==> config.mk <==
export PLATFORM = sky130hd
export DESIGN_NAME = alu16_seq
export DESIGN_NICKNAME = d
export VERILOG_FILES = /design/src/rtl/alu16_seq.sv
export SDC_FILE = /design/constraint.sdc
export NUM_CORES = 1
export LEC_CHECK = 0
export CORE_MARGIN = 5
export CORE_UTILIZATION = 43
export CTS_BUF_LIST = sky130_fd_sc_hd__clkbuf_4
export DETAILED_ROUTE_END_ITERATION = 8
export PLACE_DENSITY = 0.78
export SETUP_SLACK_MARGIN = 0.4
export SYNTH_ARGS = -nofsm -noshare
export SYNTH_HDL_FRONTEND = slang
export SYNTH_SLANG_ARGS = --single-unit
==> constraint.sdc <==
create_clock -name clk -period 1.7 [get_ports clk]
set_input_delay 0.34 -clock clk [delete_from_list [all_inputs] [get_ports clk]]
set_output_delay 0.34 -clock clk [all_outputs]
set_load 0.02 [all_outputs]
==> src/rtl/alu16_seq.sv <==
// Runs 16-bit ADD HL,rr / INC rr / DEC rr / ADD SP,e8 as two passes over the shared 8-bit ALU; accept->done 3 cycles.
// Backpressure: req_ready only in IDLE, so at most one op per 4 cycles; the requester holds its request until accepted.
package alu16_seq_pkg;
    typedef logic [7:0] data_t;

    typedef struct packed {
        logic z;
        logic n;
        logic h;
        logic c;
    } flags_t;

    typedef enum logic [3:0] {
        ALU_LD1, ALU_ADD, ALU_ADC, ALU_SUB, ALU_SBC,
        ALU_AND, ALU_XOR, ALU_OR,  ALU_CP,  ALU_INC, ALU_DEC
    } alu_op_t;

    typedef enum logic [1:0] {
        CMD_ADD16 = 2'd0,
        CMD_INC16 = 2'd1,
        CMD_DEC16 = 2'd2,
        CMD_ADDSP = 2'd3
    } cmd_t;
endpackage

module alu16_seq
    import alu16_seq_pkg::*;
(
    input  logic        clk,
    input  logic        rst_n,
    input  logic        req_valid,
    output logic        req_ready,
    input  logic [1:0]  req_cmd,
    input  logic [15:0] req_a,
    input  logic [15:0] req_b,
    input  flags_t      req_flags,
    output logic        alu_own,
    output alu_op_t     alu_op,
    output data_t       alu_op1,
    output data_t       alu_op2,
    output flags_t      alu_in_flags,
    input  data_t       alu_result,
    input  flags_t      alu_out_flags,
    output logic        done,
    output logic [15:0] result,
    output flags_t      out_flags
);

    typedef enum logic [1:0] {S_IDLE, S_LO, S_HI, S_DONE} state_t;

    state_t      r_state;
    state_t      w_state_nxt;
    cmd_t        r_cmd;
    logic [15:0] r_a;
    logic [15:0] r_b;
    flags_t      r_flags;
    data_t       r_res_lo;
    flags_t      r_lo_flags;
    logic [15:0] r_result;
    flags_t      r_out_flags;
    flags_t      w_out_flags_nxt;

    // The high-byte pass lands result and flags directly, so they are ready in DONE and hold afterwards.
    always_ff @(posedge clk or negedge rst_n) begin
        if (!rst_n) begin
            r_state     <= S_IDLE;
            r_cmd       <= CMD_ADD16;
            r_a         <= '0;
            r_b         <= '0;
            r_flags     <= '0;
            r_res_lo    <= '0;
            r_lo_flags  <= '0;
            r_result    <= '0;
            r_out_flags <= '0;
        end else begin
            r_state <= w_state_nxt;
            if (r_state == S_IDLE && req_valid) begin
                r_cmd   <= cmd_t'(req_cmd);
                r_a     <= req_a;
                r_b     <= req_b;
                r_flags <= req_flags;
            end
            if (r_state == S_LO) begin
                r_res_lo   <= alu_result;
                r_lo_flags <= alu_out_flags;
            end
            if (r_state == S_HI) begin
                r_result    <= {alu_result, r_res_lo};
                r_out_flags <= w_out_flags_nxt;
            end
        end
    end

    always_comb begin
        w_out_flags_nxt = r_flags;
        unique case (r_cmd)
            CMD_ADD16: w_out_flags_nxt = '{z: r_flags.z, n: 1'b0, h: alu_out_flags.h, c: alu_out_flags.c};
            CMD_ADDSP: w_out_flags_nxt = '{z: 1'b0, n: 1'b0, h: r_lo_flags.h, c: r_lo_flags.c};
            default:   w_out_flags_nxt = r_flags;
        endcase
    end

    always_comb begin
        w_state_nxt  = r_state;
        req_ready    = 1'b0;
        alu_own      = 1'b0;
        alu_op       = ALU_LD1;
        alu_op1      = '0;
        alu_op2      = '0;
        alu_in_flags = '0;
        done         = 1'b0;
        unique case (r_state)
            S_IDLE: begin
                req_ready = 1'b1;
                if (req_valid) w_state_nxt = S_LO;
            end
            S_LO: begin
                alu_own     = 1'b1;
                alu_op1     = r_a[7:0];
                w_state_nxt = S_HI;
                unique case (r_cmd)
                    CMD_ADD16: begin alu_op = ALU_ADD; alu_op2 = r_b[7:0]; end
                    CMD_INC16: begin alu_op = ALU_ADD; alu_op2 = 8'h01;    end
                    CMD_DEC16: begin alu_op = ALU_SUB; alu_op2 = 8'h01;    end
                    default:   begin alu_op = ALU_ADD; alu_op2 = r_b[7:0]; end
                endcase
            end
            S_HI: begin
                // Plain ADC/SBC keep the low-byte carry chaining; INC/DEC would drop it.
                alu_own        = 1'b1;
                alu_op1        = r_a[15:8];
                alu_in_flags.c = r_lo_flags.c;
                w_state_nxt    = S_DONE;
                unique case (r_cmd)
                    CMD_ADD16: begin alu_op = ALU_ADC; alu_op2 = r_b[15:8];  end
                    CMD_INC16: begin alu_op = ALU_ADC; alu_op2 = 8'h00;      end
                    CMD_DEC16: begin alu_op = ALU_SBC; alu_op2 = 8'h00;      end
                    default:   begin alu_op = ALU_ADC; alu_op2 = {8{r_b[7]}}; end
                endcase
            end
            S_DONE: begin
                done        = 1'b1;
                w_state_nxt = S_IDLE;
            end
            default: w_state_nxt = S_IDLE;
        endcase
    end

    assign result    = r_result;
    assign out_flags = r_out_flags;

endmodule

* Yosys cells after proc, flatten, opt, wreduce, memory -nomap -nowiden
Cells that the tools add are included.
** Storage, ports and cells
- Bits in registers :: 70
- Bits in latches :: 0
- Bits in writable memories :: 0
- ROM bits :: 0
- Bits of input ports :: 53
- Output and inout port bits :: 47
- Word-level logic and storage cells :: 42
- Memories :: 0
** Operators by class
- Add/sub/neg operators :: 0
- Multipliers :: 0
- Divide/modulo/power cells :: 0
- Order comparisons :: 0
- Equality and inequality tests :: 7
- Shifts and indexed selects :: 0
- Multiplexer cells :: 14
- Bitwise logic cells :: 0
- Reductions and logical operators :: 5
** Operators by type and width (count)
- 8-bit one-hot mux with 2 select lines :: 3
- 2-bit equality test (second input constant) :: 4
- 8-bit 2-to-1 mux :: 1
- 2-bit one-hot mux with 4 select lines :: 1
- 4-bit one-hot mux with 2 select lines :: 1
- 3-bit one-hot mux with 2 select lines :: 1
- 2-bit by 1-bit equality test with 1-bit output (second input constant) :: 2
- 2-bit logical NOT :: 2
- 1-bit 2-to-1 mux :: 4
- 2-bit 2-to-1 mux :: 2
- 2-bit OR reduction :: 2
- 3-bit 2-to-1 mux :: 1
- 2-bit inequality test (second input constant) :: 1
- 1-bit logical AND :: 1

* Logic depth before layout (Yosys ltp)
- Word-level depth :: 4
- Depth in mapped cells :: 7
- Depth with buffers taken out :: 5

* Worst setup path before layout
OpenSTA, ideal clock, no wires.
- Path type :: reg-to-output
- Start point :: reg r_state[0]
- End point :: out alu_op2[1]
- Arrival time :: 1502 ps
- Data required time :: 1360 ps
- Path slack :: -142 ps
- Cell stages (with the launch flop) :: 6
- Buffers on the path :: 0
- Path through :: dfrtp_1 -> inv_1 -> ha_1 -> nand2_1 -> nor2_2 -> a221o_1
** Between the ends
- Longest elaborated chain between the ends :: 2
** Ends and longest elaborated chain
- start, declared :: RTL line 51 : state_t r_state;
- start signal, assigned :: RTL line 76 : r_state <= w_state_nxt;
- 2-bit equality test or 2-bit by 1-bit equality test with 1-bit output (tied branches) :: RTL line 112 : unique case (r_state)
- 8-bit one-hot mux with 2 select lines * :: RTL line 112
- end, declared :: RTL line 40 : output data_t alu_op2,
Mark *: on every way between the ends. The rest lies on a longest branch, timed or not.

* Worst setup path in the final report
- Start point :: reg r_state[1]
- End point :: out alu_op2[2]
Same word-level chain as after synthesis.

==> impl_metrics.tcl <==
set metrics [dict create \
    ios 100 \
    final_common_cell "dfrtp_1" \
    dp.cells 423 \
    rr_startpoint "r_state[0]" \
    reg2regPathDepth 8 \
    viasPerCell 4.96 \
    violations "negative setup slack" \
    grt_pass1_vias 2565 \
    crit_path_start_kind "flop" \
    power.switching_mw 4.00 \
    synthCells 219 \
    numCtsBuffers 9 \
    finClkSkew_ps 7.23 \
    avgSynthCellArea_um2 14.5 \
    synth_area_mm2 0.00318 \
    path_cells "inv_2 > ha_4 > nand2_4 > nor2_4 > buf_6 > a221o_1 > buf_6" \
    seq_power_share_pct 28.0 \
    stdcell_area_mm2 0.00528 \
    grt_max_degree 41 \
    antenna_found_initial 0 \
    finalHoldViolCount 0 \
    cts_tree "done" \
    rows 31 \
    clock-root-buffer "clkbuf_4" \
    start_util_pct 44.0 \
    layout.cells.non_filler 468 \
    rrSetupSlack_ps -60 \
    drive_above_1_share_pct 59.1 \
    intPower_mw 7.13 \
    critPathCaptureType "output pin" \
    htreeDepth 3 \
    slowest_stage "dfrtp_1" \
    crit_top_cell "buf_6" \
    leakage_nw 2.44 \
    wire_per_inst_um 17.4 \
    p_clk_share_pct 7.8 \
    wirelength_mm 8.16 \
    die_w_um 95.9 \
    finalCriticalPeriod_ps 2260 \
    ant_nets 0 \
    yosysWarningCount 0 \
    dr.pass1.iters 4 \
    hpwl_mm 5.18 \
    worstPathRequired_ps 1360 \
    ys_seq_elements 70 \
    p_sw_share_pct 36.0 \
    setup_slack_ps -562 \
    path_clk_slew_ps 100 \
    syn2layout_area_growth_pct 66.2 \
    slowest_delay_ps 440 \
    gp_congestion 0.731 \
    layout_common_cells "dfrtp_1, buf_6, clkdlybuf4s50_1" \
    post_dp_cell_area_mm2 0.00448 \
    diodes 0 \
    cts.sinks 70 \
    die_area_mm2 0.00920 \
    worstPathArrival_ps 1920 \
    finalNetCount 427 \
    die_h_um 95.9 \
    setup_viol 37 \
    cp_max_fo 5 \
    drt_iter0_drc 33 \
    outcome "complete, but fails checks" \
    drc 0 \
    r2r_end "result[10]" \
    vias 2322 \
    yosysSeqAreaShare_pct 55.2 \
    power_density_mw_per_mm2 2110 \
    criticalPathCategory "flop to output pin" \
    finalMaxSlewViolations 0 \
    core_mm2 0.00721 \
    period_share_pct 133 \
    track_usage_pct 18.8 \
    min_path_type "primary input to asynchronous set/reset pin" \
    nFillCells 490 \
    ir_worst_vdd_mv 1.05 \
    drv_cap 0 \
    port_buffers 93 \
    clk_latency_ps 400 \
    yosys.cell_types.count 32 \
    p_comb_share_pct 64.2 \
    ctsLongestPathBuffers 2 \
    overflow 0 \
    p_total_mw 11.1 \
    crit_family "flip-flops" \
    path_buf_inv 3 \
    rsz0062_at_grt "yes" \
    fmaxAchievable_mhz 442 \
    grt_pass1_wl_mm 12.8 \
]
-- cells by family (layout without fill, tap and decap cells) --
kind of cell             count (synthesis)  after routing  synth area share [%]
flip-flops                              70             70                  55.2
multiplexers                            66             66                  25.8
AO/OA/AOI/OAI                           28             28                  6.74
AND/OR/NAND/NOR                         23             23                  4.26
buffers and inverters                   22            169                  4.41
adder cells (fa/ha/maj)                  9              9                  3.55
other                                    1              4                 0.118
-- sequential cells by signal, summed over array words and instances, names as in the netlist --
name        cells
r_b            16
out_flags       4
r_res_lo        8
r_lo_flags      2
result         16
r_a            16
r_state         2
r_cmd           2
r_flags         4
-- synthesized netlist by cell type --
cell type	n	share of area, %
buf_6	4	1.4
inv_2	1	0.12
a221oi_1	2	0.55
nand2b_1	1	0.20
and2_1	1	0.20
nor2_1	3	0.35
mux2_2	46	16
mux2_4	20	9.5
nor2b_1	8	1.6
nor3_1	1	0.16
o211ai_1	1	0.24
nand2_1	3	0.35
clkbuf_1	1	0.12
o21ai_0	2	0.32
a21oi_1	4	0.63
and4_4	1	0.35
and2b_1	1	0.24
nand3_1	1	0.16
nor2_2	1	0.20
dfrtp_1	70	55
o2bb2ai_1	2	0.55
a22oi_1	8	1.9
buf_4	6	1.4
and4_1	1	0.28
o22ai_1	3	0.59
ha_1	9	3.5
inv_1	6	0.71
buf_2	4	0.63
conb_1	1	0.12
and3_1	1	0.20
o211ai_2	1	0.39
a221o_1	5	1.6
-- worst max-delay path by stage --
stage / startpoint / to / cells past startpoint
after floorplan: r_state[1] / alu_op[1] / 5
after global placement: r_state[0] / alu_op2[5] / 7
after detailed placement: r_state[0] / alu_op2[5] / 7
after CTS: r_state[0] / alu_op2[1] / 7
after global routing: r_state[1] / alu_op2[2] / 7
final: r_state[1] / alu_op2[2] / 7
-- power by group through the flow --
stage	sequential, mW	clock [mW]	combinational, mW
6_report	3.12	0.864	7.15
5_1_grt	3.22	0.967	7.57
4_1_cts	3.10	0.902	6.74
3_5_place_dp	3.03	0	5.37
3_3_place_gp	2.99	0	5.29
2_1_floorplan	3.24	0	3.23
-- metrics by stage --
stage | util (%) | hold WS [ps] | setup TNS [ps] | worst slack [ps]
final | 73.2 | 434 | -10160 | -562
after global routing | 73.2 | 457 | -12940 | -660
after CTS | 71.3 | 412 | -8660 | -561
after detailed placement | 62.0 | 305 | -7890 | -508
after global placement | 62.0 | 297 | -7190 | -455
after floorplan | - | 44.4 | -8.45 | -8.45
-- layer usage --
| metal | global-route usage [%] | routed length [µm] | vias to the layer above |
|---|---|---|---|
| met5 | 0 | 0 | - |
| met2 | 32.3 | 4200 | 64 |
| met1 | 22.5 | 3460 | 1164 |
| met3 | 4.14 | 341 | 17 |
| li1 | - | - | 1077 |
| met4 | 8.29 | 159 | 0 |
-- repair_timing --
action / CTS / global route
setup endpoints to repair: 110 / 113
hold endpoints to repair: 30 / 0
hold buffers: 1 / 0
gates resized for setup: 312 / 24
pin swaps: 3 / 6
setup buffers: 19 / 5
gates cloned: 5 / 0
-- worst reg2reg max path, delay by kind of cell, from the launching register on --
family	cells	cell delay (ps)
flip-flops	1	430
multiplexers	1	330
buffers and inverters	6	710
adder cells (fa/ha/maj)	1	180
-- area by class of cell --
| class | instances | area (µm²) | area share (%) |
|---|---|---|---|
| clock buffer | 12 | 90.1 | 1.71 |
| sequential | 70 | 1750 | 33.2 |
| multi-input combinational | 130 | 1640 | 31.1 |
| timing repair buffer | 147 | 1630 | 31.0 |
| tap | 99 | 124 | 2.35 |
| clock inverter | 3 | 12.5 | 0.237 |
| inverter | 7 | 26.3 | 0.498 |
Power figures use the tool's default switching activity.
